[src/rtl/pcpi_serial_bridge_pkg.sv]
// Shared types and sizing helpers for the serial-to-PCPI bridge.
package pcpi_bridge_pkg;

    typedef enum logic [1:0] {
        LOAD   = 2'd0,
        ISSUE  = 2'd1,
        RESULT = 2'd2
    } state_e;

    function automatic int nseg(input int word_w, input int seg_w);
        return word_w / seg_w;
    endfunction

    function automatic int cnt_w(input int n);
        return (n > 1) ? $clog2(n) : 1;
    endfunction

endpackage

[src/rtl/pcpi_serial_bridge_if.sv]
// Host-segment, PCPI and result-segment signals of the bridge; slave is the bridge view.
interface pcpi_serial_bridge_if #(
    parameter int SEG_W  = 4,
    parameter int WORD_W = 32
);
    logic [SEG_W-1:0]  seg_in;
    logic              seg_valid;
    logic              seg_ready;
    logic              pcpi_valid;
    logic [WORD_W-1:0] pcpi_insn;
    logic              pcpi_ready;
    logic              pcpi_wr;
    logic              pcpi_wait;
    logic [WORD_W-1:0] pcpi_rd;
    logic [SEG_W-1:0]  rd_seg;
    logic              rd_valid;
    logic              rd_ready;
    logic              busy;
    logic              timeout_err;

    modport slave (
        input  seg_in, seg_valid, pcpi_ready, pcpi_wr, pcpi_wait, pcpi_rd, rd_ready,
        output seg_ready, pcpi_valid, pcpi_insn, rd_seg, rd_valid, busy, timeout_err
    );

    modport master (
        output seg_in, seg_valid, pcpi_ready, pcpi_wr, pcpi_wait, pcpi_rd, rd_ready,
        input  seg_ready, pcpi_valid, pcpi_insn, rd_seg, rd_valid, busy, timeout_err
    );
endinterface

[src/rtl/pcpi_serial_bridge_shifter.sv]
// Segment shift register shared by instruction assembly and result return.
module pcpi_seg_shifter #(
    parameter int WORD_W = 32,
    parameter int SEG_W  = 4
) (
    input  logic              clk,
    input  logic              rst_n,
    input  logic              load_i,
    input  logic [WORD_W-1:0] load_data_i,
    input  logic              shift_i,
    input  logic [SEG_W-1:0]  seg_i,
    output logic [WORD_W-1:0] shifted_o,
    output logic [SEG_W-1:0]  low_o
);
    logic [WORD_W-1:0] shreg_q, shreg_d;

    // New segment enters at the top so the first one lands at the bottom after a full word.
    if (WORD_W > SEG_W) begin : g_wide
        assign shifted_o = {seg_i, shreg_q[WORD_W-1:SEG_W]};
    end else begin : g_single
        assign shifted_o = seg_i;
    end

    always_comb begin
        shreg_d = shreg_q;
        if (load_i) begin
            shreg_d = load_data_i;
        end else if (shift_i) begin
            shreg_d = shifted_o;
        end
    end

    always_ff @(posedge clk or negedge rst_n) begin
        if (!rst_n) begin
            shreg_q <= '0;
        end else begin
            shreg_q <= shreg_d;
        end
    end

    assign low_o = shreg_q[SEG_W-1:0];
endmodule

[src/rtl/pcpi_serial_bridge.sv]
// Serial-to-PCPI bridge: segment assembly, issue, serial result return.
// Optional issue timeout enabled by defining PCPI_TIMEOUT_EN.
//   state  | meaning
//   LOAD   | accepting instruction segments
//   ISSUE  | pcpi_valid high, waiting for coprocessor
//   RESULT | returning pcpi_rd one segment at a time
module pcpi_serial_bridge
    import pcpi_bridge_pkg::*;
#(
    parameter int SEG_W   = 4,
    parameter int WORD_W  = 32,
    parameter int TIMEOUT = 255
) (
    input  logic                 clk,
    input  logic                 rst_n,
    pcpi_serial_bridge_if.slave  bus
);
    localparam int NSEG  = nseg(WORD_W, SEG_W);
    localparam int CNT_W = cnt_w(NSEG);
    localparam logic [CNT_W-1:0] LAST = CNT_W'(NSEG - 1);

    if (WORD_W % SEG_W != 0) begin : g_bad_width
        $error("WORD_W must be a multiple of SEG_W");
    end
    if (TIMEOUT < 1) begin : g_bad_timeout
        $error("TIMEOUT must be at least 1");
    end

    state_e            state_q, state_d;
    logic [CNT_W-1:0]  cnt_q, cnt_d;
    logic [WORD_W-1:0] insn_q, insn_d;
    logic              sh_load, sh_shift;
    logic [WORD_W-1:0] sh_next;
    logic [SEG_W-1:0]  sh_low;
    logic              abort;

    pcpi_seg_shifter #(.WORD_W(WORD_W), .SEG_W(SEG_W)) u_shifter (
        .clk         (clk),
        .rst_n       (rst_n),
        .load_i      (sh_load),
        .load_data_i (bus.pcpi_rd),
        .shift_i     (sh_shift),
        .seg_i       (bus.seg_in),
        .shifted_o   (sh_next),
        .low_o       (sh_low)
    );

`ifdef PCPI_TIMEOUT_EN
    localparam int TCNT_W = $clog2(TIMEOUT + 1);
    logic [TCNT_W-1:0] tcnt_q, tcnt_d;
    logic              terr_q, terr_d;

    // Counter is held at zero outside ISSUE, so every issue starts from a clean count.
    always_comb begin
        abort  = (state_q == ISSUE) && !bus.pcpi_ready && (tcnt_q == TCNT_W'(TIMEOUT));
        tcnt_d = tcnt_q;
        if (state_q != ISSUE) begin
            tcnt_d = '0;
        end else if (!bus.pcpi_wait && !bus.pcpi_ready) begin
            tcnt_d = tcnt_q + 1'b1;
        end
        terr_d = terr_q | abort;
    end

    always_ff @(posedge clk or negedge rst_n) begin
        if (!rst_n) begin
            tcnt_q <= '0;
            terr_q <= 1'b0;
        end else begin
            tcnt_q <= tcnt_d;
            terr_q <= terr_d;
        end
    end

    assign bus.timeout_err = terr_q;
`else
    logic unused_wait;
    assign unused_wait     = bus.pcpi_wait;
    assign abort           = 1'b0;
    assign bus.timeout_err = 1'b0;
`endif

    always_comb begin
        state_d  = state_q;
        cnt_d    = cnt_q;
        insn_d   = insn_q;
        sh_load  = 1'b0;
        sh_shift = 1'b0;
        unique case (state_q)
            LOAD: begin
                if (bus.seg_valid) begin
                    sh_shift = 1'b1;
                    if (cnt_q == LAST) begin
                        cnt_d   = '0;
                        insn_d  = sh_next;
                        state_d = ISSUE;
                    end else begin
                        cnt_d = cnt_q + 1'b1;
                    end
                end
            end
            ISSUE: begin
                if (bus.pcpi_ready) begin
                    if (bus.pcpi_wr) begin
                        sh_load = 1'b1;
                        state_d = RESULT;
                    end else begin
                        state_d = LOAD;
                    end
                end else if (abort) begin
                    state_d = LOAD;
                end
            end
            RESULT: begin
                if (bus.rd_ready) begin
                    sh_shift = 1'b1;
                    if (cnt_q == LAST) begin
                        cnt_d   = '0;
                        state_d = LOAD;
                    end else begin
                        cnt_d = cnt_q + 1'b1;
                    end
                end
            end
            default: state_d = LOAD;
        endcase
    end

    always_ff @(posedge clk or negedge rst_n) begin
        if (!rst_n) begin
            state_q <= LOAD;
            cnt_q   <= '0;
            insn_q  <= '0;
        end else begin
            state_q <= state_d;
            cnt_q   <= cnt_d;
            insn_q  <= insn_d;
        end
    end

    assign bus.seg_ready  = (state_q == LOAD);
    assign bus.pcpi_valid = (state_q == ISSUE);
    assign bus.pcpi_insn  = insn_q;
    assign bus.rd_valid   = (state_q == RESULT);
    assign bus.rd_seg     = (state_q == RESULT) ? sh_low : '0;
    assign bus.busy       = (state_q != LOAD);
endmodule
[src/flat_wrapper.sv]
// flat-port wrapper written by rule: the top's interface ports become plain ports
module pcpi_serial_bridge_flat import pcpi_bridge_pkg::*;
#(
    parameter int SEG_W   = 4,
    parameter int WORD_W  = 32,
    parameter int TIMEOUT = 255
)
  (clk, rst_n, bus_seg_in, bus_seg_valid, bus_pcpi_ready, bus_pcpi_wr, bus_pcpi_wait, bus_pcpi_rd, bus_rd_ready, bus_seg_ready, bus_pcpi_valid, bus_pcpi_insn, bus_rd_seg, bus_rd_valid, bus_busy, bus_timeout_err);
  pcpi_serial_bridge_if #(.SEG_W(SEG_W), .WORD_W(WORD_W)) bus_i ();
  input  logic clk;
  input  logic rst_n;
  input wire logic [$bits(bus_i.seg_in)-1:0] bus_seg_in;
  input wire logic [$bits(bus_i.seg_valid)-1:0] bus_seg_valid;
  input wire logic [$bits(bus_i.pcpi_ready)-1:0] bus_pcpi_ready;
  input wire logic [$bits(bus_i.pcpi_wr)-1:0] bus_pcpi_wr;
  input wire logic [$bits(bus_i.pcpi_wait)-1:0] bus_pcpi_wait;
  input wire logic [$bits(bus_i.pcpi_rd)-1:0] bus_pcpi_rd;
  input wire logic [$bits(bus_i.rd_ready)-1:0] bus_rd_ready;
  output wire logic [$bits(bus_i.seg_ready)-1:0] bus_seg_ready;
  output wire logic [$bits(bus_i.pcpi_valid)-1:0] bus_pcpi_valid;
  output wire logic [$bits(bus_i.pcpi_insn)-1:0] bus_pcpi_insn;
  output wire logic [$bits(bus_i.rd_seg)-1:0] bus_rd_seg;
  output wire logic [$bits(bus_i.rd_valid)-1:0] bus_rd_valid;
  output wire logic [$bits(bus_i.busy)-1:0] bus_busy;
  output wire logic [$bits(bus_i.timeout_err)-1:0] bus_timeout_err;
  assign bus_i.seg_in = bus_seg_in;
  assign bus_i.seg_valid = bus_seg_valid;
  assign bus_i.pcpi_ready = bus_pcpi_ready;
  assign bus_i.pcpi_wr = bus_pcpi_wr;
  assign bus_i.pcpi_wait = bus_pcpi_wait;
  assign bus_i.pcpi_rd = bus_pcpi_rd;
  assign bus_i.rd_ready = bus_rd_ready;
  assign bus_seg_ready = bus_i.seg_ready;
  assign bus_pcpi_valid = bus_i.pcpi_valid;
  assign bus_pcpi_insn = bus_i.pcpi_insn;
  assign bus_rd_seg = bus_i.rd_seg;
  assign bus_rd_valid = bus_i.rd_valid;
  assign bus_busy = bus_i.busy;
  assign bus_timeout_err = bus_i.timeout_err;
  pcpi_serial_bridge #(.SEG_W(SEG_W), .WORD_W(WORD_W), .TIMEOUT(TIMEOUT)) u_core (.clk(clk), .rst_n(rst_n), .bus(bus_i));
endmodule
[config.mk]
export PLATFORM = sky130hd
export DESIGN_NAME = pcpi_serial_bridge_flat
export DESIGN_NICKNAME = d
export VERILOG_FILES = /design/src/rtl/pcpi_serial_bridge_pkg.sv /design/src/rtl/pcpi_serial_bridge_if.sv /design/src/rtl/pcpi_serial_bridge_shifter.sv /design/src/rtl/pcpi_serial_bridge.sv /design/src/flat_wrapper.sv
export SDC_FILE = /design/constraint.sdc
export NUM_CORES = 1
export LEC_CHECK = 0
export ABC_CLOCK_PERIOD_IN_PS = 2000
export BUFFER_PORTS_ARGS = -buffer_cell sky130_fd_sc_hd__buf_2
export CAP_MARGIN = 0
export CORE_UTILIZATION = 25
export CTS_CLUSTER_DIAMETER = 80
export DETAILED_ROUTE_END_ITERATION = 10
export GPL_ROUTABILITY_DRIVEN = 0
export GPL_TIMING_DRIVEN = 0
export SKIP_LAST_GASP = 1
export SLEW_MARGIN = 30
export SYNTH_ARGS = -nofsm -noshare
export SYNTH_HDL_FRONTEND = slang
export SYNTH_HIERARCHICAL = 1
export SYNTH_SLANG_ARGS = --single-unit
[constraint.sdc]
create_clock -name clk -period 2 [get_ports clk]
set_clock_uncertainty 0.15 [all_clocks]
set_input_delay 0.1 -clock clk [delete_from_list [all_inputs] [get_ports clk]]
set_output_delay 0.1 -clock clk [all_outputs]
set_load 0.02 [all_outputs]
## Word-level counts from Yosys, hierarchy flattened

Index checks and enable logic that the tools add are counted.

| storage, ports and cells | value |
|---|---|
| register bits after elaboration | 69 |
| output and inout bits | 41 |
| word-level logic and storage cells | 40 |

| operators by class | value |
|---|---|
| add/subtract/negate cells | 1 |
| equality and inequality tests | 8 |
| muxes and demuxes | 20 |
| reductions and logical operators | 7 |

Operators with widths:

| kind | count |
|---|---|
| $mux 32 | 2 |
| $mux 2 | 6 |
| $mux 3 | 3 |
| $ne 2x2->1 const B | 3 |
| $pmux 2 s3 | 1 |
| $pmux 3 s2 | 1 |
| $reduce_and 3->1 | 2 |
| $reduce_bool 2->1 | 3 |
| $mux 1 | 5 |
| $reduce_and 5->1 | 1 |
| $mux 4 | 1 |
| $ne 2x1->1 const B | 2 |
| $add 3x1->3 const B | 1 |
| $eq 3x3->1 const B | 1 |
| $eq 2x1->1 const B | 1 |
| $eq 2x2->1 const B | 1 |
| $logic_not 2->1 | 1 |
| $pmux 1 s2 | 1 |

## Logic depth before layout (Yosys ltp)

| logic depth | value |
|---|---|
| depth after elaboration | 4 |
| depth in mapped cells | 6 |
| depth with buffers taken out | 5 |

## Modules after synthesis

Netlist, hierarchy kept.

By module, submodules not included:

| module | times used | cells each | area each (um^2) | sequential area each (um^2) |
|---|---|---|---|---|
| pcpi_serial_bridge | 1 | 101 | 1671.6 | 925.9 |
| pcpi_seg_shifter | 1 | 143 | 1545.2 | 800.8 |

## Least setup slack after synthesis

No wires, ideal clock.

| path | value |
|---|---|
| path kind | flip-flop to flip-flop |
| from | register u_core.cnt_q[0] |
| to | register u_core.insn_q[0], in the netlist u_core/bus.pcpi_insn[0] |
| data arrival time | 1480 ps |
| setup slack | 244 ps |
| stages on the path, launching flop included | 7 |
| buffers on the path | 2 |
| path through | dfrtp_1 > ha_1 > ha_1 > and3_4 > buf_6 > buf_12 > mux2_4 |

| on the way | value |
|---|---|
| cells in the longest elaborated chain, start to end | 2 |

Ends and longest elaborated chain:

| what | line | text |
|---|---|---|
| start: declaration | pcpi_serial_bridge.sv:30 | `logic [CNT_W-1:0] cnt_q, cnt_d;` |
| start signal: assignment | pcpi_serial_bridge.sv:136 | `cnt_q <= cnt_d;` |
| $eq 3x3->1 | pcpi_serial_bridge.sv:93 | `if (cnt_q == LAST) begin` |
| $reduce_and 3->1 (no source line) | -- |  |
| end signal: assignment | pcpi_serial_bridge.sv:137 | `insn_q <= insn_d;` |
| end: declaration | pcpi_serial_bridge.sv:31 | `logic [WORD_W-1:0] insn_q, insn_d;` |

No other way between the ends.
A chain may end at the register's enable or synchronous reset.

## Worst setup path after layout

| path | value |
|---|---|
| from | register u_core.cnt_q[0] |
| to | register u_core.state_q[0] |

| on the way | value |
|---|---|
| cells in the longest elaborated chain, start to end | 3 |

Ends and longest elaborated chain:

| what | line | text |
|---|---|---|
| $eq 3x3->1 (*) | pcpi_serial_bridge.sv:93, pcpi_serial_bridge.sv:117 |  |
| $ne 2x1->1 (no source line) | -- |  |
| $reduce_and 5->1 (no source line) (*) | -- |  |
| end signal: assignment | pcpi_serial_bridge.sv:135 | `state_q <= state_d;` |
| end: declaration | pcpi_serial_bridge.sv:29 | `state_e state_q, state_d;` |

Mark *: on every way between the ends. The rest lies on a longest branch, timed or not.

==> run summary <==
Run status = complete, but fails checks
Failing checks = design-rule violations
R2r worst-path depth = 6
CTS Buf Count = 9
Reg2Reg Launch Point = u_core/cnt_q[0]$_DFFE_PN0P_
Synth unique cells = 23
CP Cell Sequence = ha_1 -> ha_1 -> nand2_1 -> mux2_2 -> dlygate4sd3_1 -> nor2_1
Share of cells above drive strength 1 = 0.403
Area of the multi-input gates = 0.00127 mm2
Critical path launch point type = register
FMAX = 517 MHz
Commonest cells after routing, fill and taps aside = buf_2, dfrtp_1, dlygate4sd3_1, nand2_1, mux2i_1
Drt initial violations = 102
Worst Setup EP = u_core/state_q[0]$_DFFE_PN0P_
CP delay by family, top = buffers and inverters
Die Wd = 115 um
Leakage power = 2.19 nW
CTS tree = done
Area of placed instances = 0.00386 mm2
Cells after Synth = 244
CTS sink cnt = 69
Port bufs = 81
Most frequent cell on the critical path = ha_1
Placed cell count = 498
Routed Antenna Nets = 0
Wire per inst = 14.0 um
Tcrit/Tclk final = 0.968
Antenna cells = 0
Post-synth top area share = 0.537
Syn. warnings = 6
DIE HEIGHT = 115 um
Register-to-register setup slack = 60 ps
Via count = 2323
Area leader, netlist = dfrtp_1
Sequential element share of the synthesized area = 0.537
Cell area after synthesis = 0.00322 mm2
DRC errors left = 4
Pin count of the biggest net entering global routing = 36
Crit-path max cell delay = 560 ps
Core area = 0.0126 mm2
Final-report hold violation count = 0
Cell area after layout = 0.00455 mm2
Crit Reg-Reg Endpoint = u_core/state_q[0]$_DFFE_PN0P_
DR vias/cell = 4.19
Clk Latency, worst-skew pair = 330 ps
Worst Setup End Kind = register
Final-layout fill cell count = 1255
Die area = 0.0133 mm2
Worst Path Arrival = 2050 ps
Post-DP HPWL = 5380 um
Sequential Area = 0.00173 mm2
Gr ovfl total = 0
Syn-to-layout area delta = 41.4%
Count of final setup violators = 0
Yosys reg bits = 69
Vias in the first global route = 2298
Post_cts resized = 0
Crit path from = u_core/cnt_q[0]$_DFFE_PN0P_
Cts hold-fix bufs = 41
Initial antenna violation count = 0
Syn_area_per_cell = 13.2 um2
Worst endpoint required time = 2110 ps
Slew Viols, Final = 0
Clk buf depth = 2
Final wirelength = 7760 um
Commonest non-fill, non-tap cell in the layout = buf_2
Final setup TNS = 0 ps
Critical-path top delay cell = dlygate4sd3_1
Worst vdd ir = 0.000533 V
Top post-synthesis cells by area = dfrtp_1, mux2_4, mux2i_1
RSZ-0062 raised after global routing = no
Critical path type = reg -> reg
1st-pass router iterations = 7
Post-layout util = 0.362
Hold Crit Class = in -> reg
Htree depth = 3
Reg clk slew, reported paths = 50 ps
Num rows = 41
Syn Nets = 290
Starting density of the core = 0.256
CP bufs+invs = 1
Max Cap Violations = 0
Final critical-path required period = 1940 ps
Global-route wire length before repair = 12400 um
Gr usage total = 0.128
Non-Filler Instances = 554
Postcts setup bufs = 0
Critical Path Fanout Max = 3
Power per cell area = 1490 mW/mm2
Nets@finish = 424
Crit. path cell count = 6
Root Buffer = clkbuf_16
Design Power = 0.00676 W
Io pins = 84
flip-flops by register name, summed over array words and instances, names as in the netlist:
register / count
u_core/cnt_q: 3
u_core/state_q: 2
u_core/u_shifter/shreg_q: 32
u_core/bus.pcpi_insn: 32
cells in the mapped netlist:
| master | instances |
|---|---|
| buf_12 | 6 |
| and2_1 | 4 |
| mux2_4 | 30 |
| nand2_1 | 34 |
| mux2_2 | 5 |
| and3_4 | 1 |
| inv_1 | 2 |
| buf_6 | 2 |
| o21ai_1 | 28 |
| dfrtp_1 | 69 |
| buf_4 | 5 |
| nor2_1 | 3 |
| o21ai_0 | 3 |
| o21ai_2 | 2 |
| nor2_2 | 1 |
| mux2i_1 | 33 |
| and3_1 | 1 |
| nor2b_1 | 2 |
| conb_1 | 1 |
| a21o_1 | 1 |
| o41ai_1 | 1 |
| ha_1 | 3 |
| buf_2 | 7 |
layout make-up:
cell class	instances	area share
Buffer	20	0.0473
Clock buffer	14	0.0602
Clock inverter	1	0.00110
Inverter	2	0.00165
Multi-Input combinational cell	153	0.279
Sequential cell	69	0.380
Tap cell	172	0.0473
Timing Repair Buffer	123	0.184
cell families after synthesis:
family / after synthesis / synth area share
compound gates: 35 / 0.0587
fa+ha+maj: 3 / 0.0117
buf+inv: 22 / 0.0692
flops: 69 / 0.537
mux: 68 / 0.260
other cells: 1 / 0.00117
simple gates: 46 / 0.0622
worst register-to-register path: cells and delay by family (launching register included):
| kind | cells | cell delay, ps |
|---|---|---|
| and+or+nand+nor | 2 | 160 |
| muxes | 1 | 250 |
| adders and majority gates | 2 | 400 |
| DFF | 1 | 360 |
| buffers and inverters | 1 | 560 |
how the worst min path moves through the flow:
stage                                from                                  endpoint  slack, ps  cells after the start
after floorplan                     rst_n       u_core/bus.pcpi_insn[0]$_DFFE_PN0P_       -350                      0
after global placement    bus_pcpi_rd[29]  u_core/u_shifter/shreg_q[29]$_DFFE_PN0P_        160                      3
after detailed placement            rst_n       u_core/bus.pcpi_insn[0]$_DFFE_PN0P_        -50                      1
after CTS                   bus_seg_valid               u_core/cnt_q[1]$_DFFE_PN0P_         70                      3
after global routing        bus_seg_valid               u_core/cnt_q[1]$_DFFE_PN0P_        110                      3
final                       bus_seg_valid               u_core/cnt_q[1]$_DFFE_PN0P_         80                      3
per-stage QoR:
step	setup WS, ps	hold WS [ps]
final	64.1	76.4
after global routing	8.10	112
after CTS	61.8	65.4
after detailed placement	148	-53.1
after global placement	168	165
after floorplan	244	-346
where the power goes:
| group | leakage, nW | switching (W) | internal, W | total, W |
|---|---|---|---|---|
| clock network | 0.139 | 0.000554 | 0.000932 | 0.00149 |
| logic | 1.21 | 0.00127 | 0.00140 | 0.00267 |
| registers | 0.839 | 0.000511 | 0.00209 | 0.00260 |
| total | 2.19 | 0.00233 | 0.00442 | 0.00676 |
metal layers:
metal  vias up  track usage  part of all wire
met3         7       0.0455             0.048
met4         0       0.0442            0.0090
met2        61        0.198              0.47
met1      1149        0.164              0.48
met5         -            0                 0
li1       1106            -                 -
(Power assumes the default switching activity.)
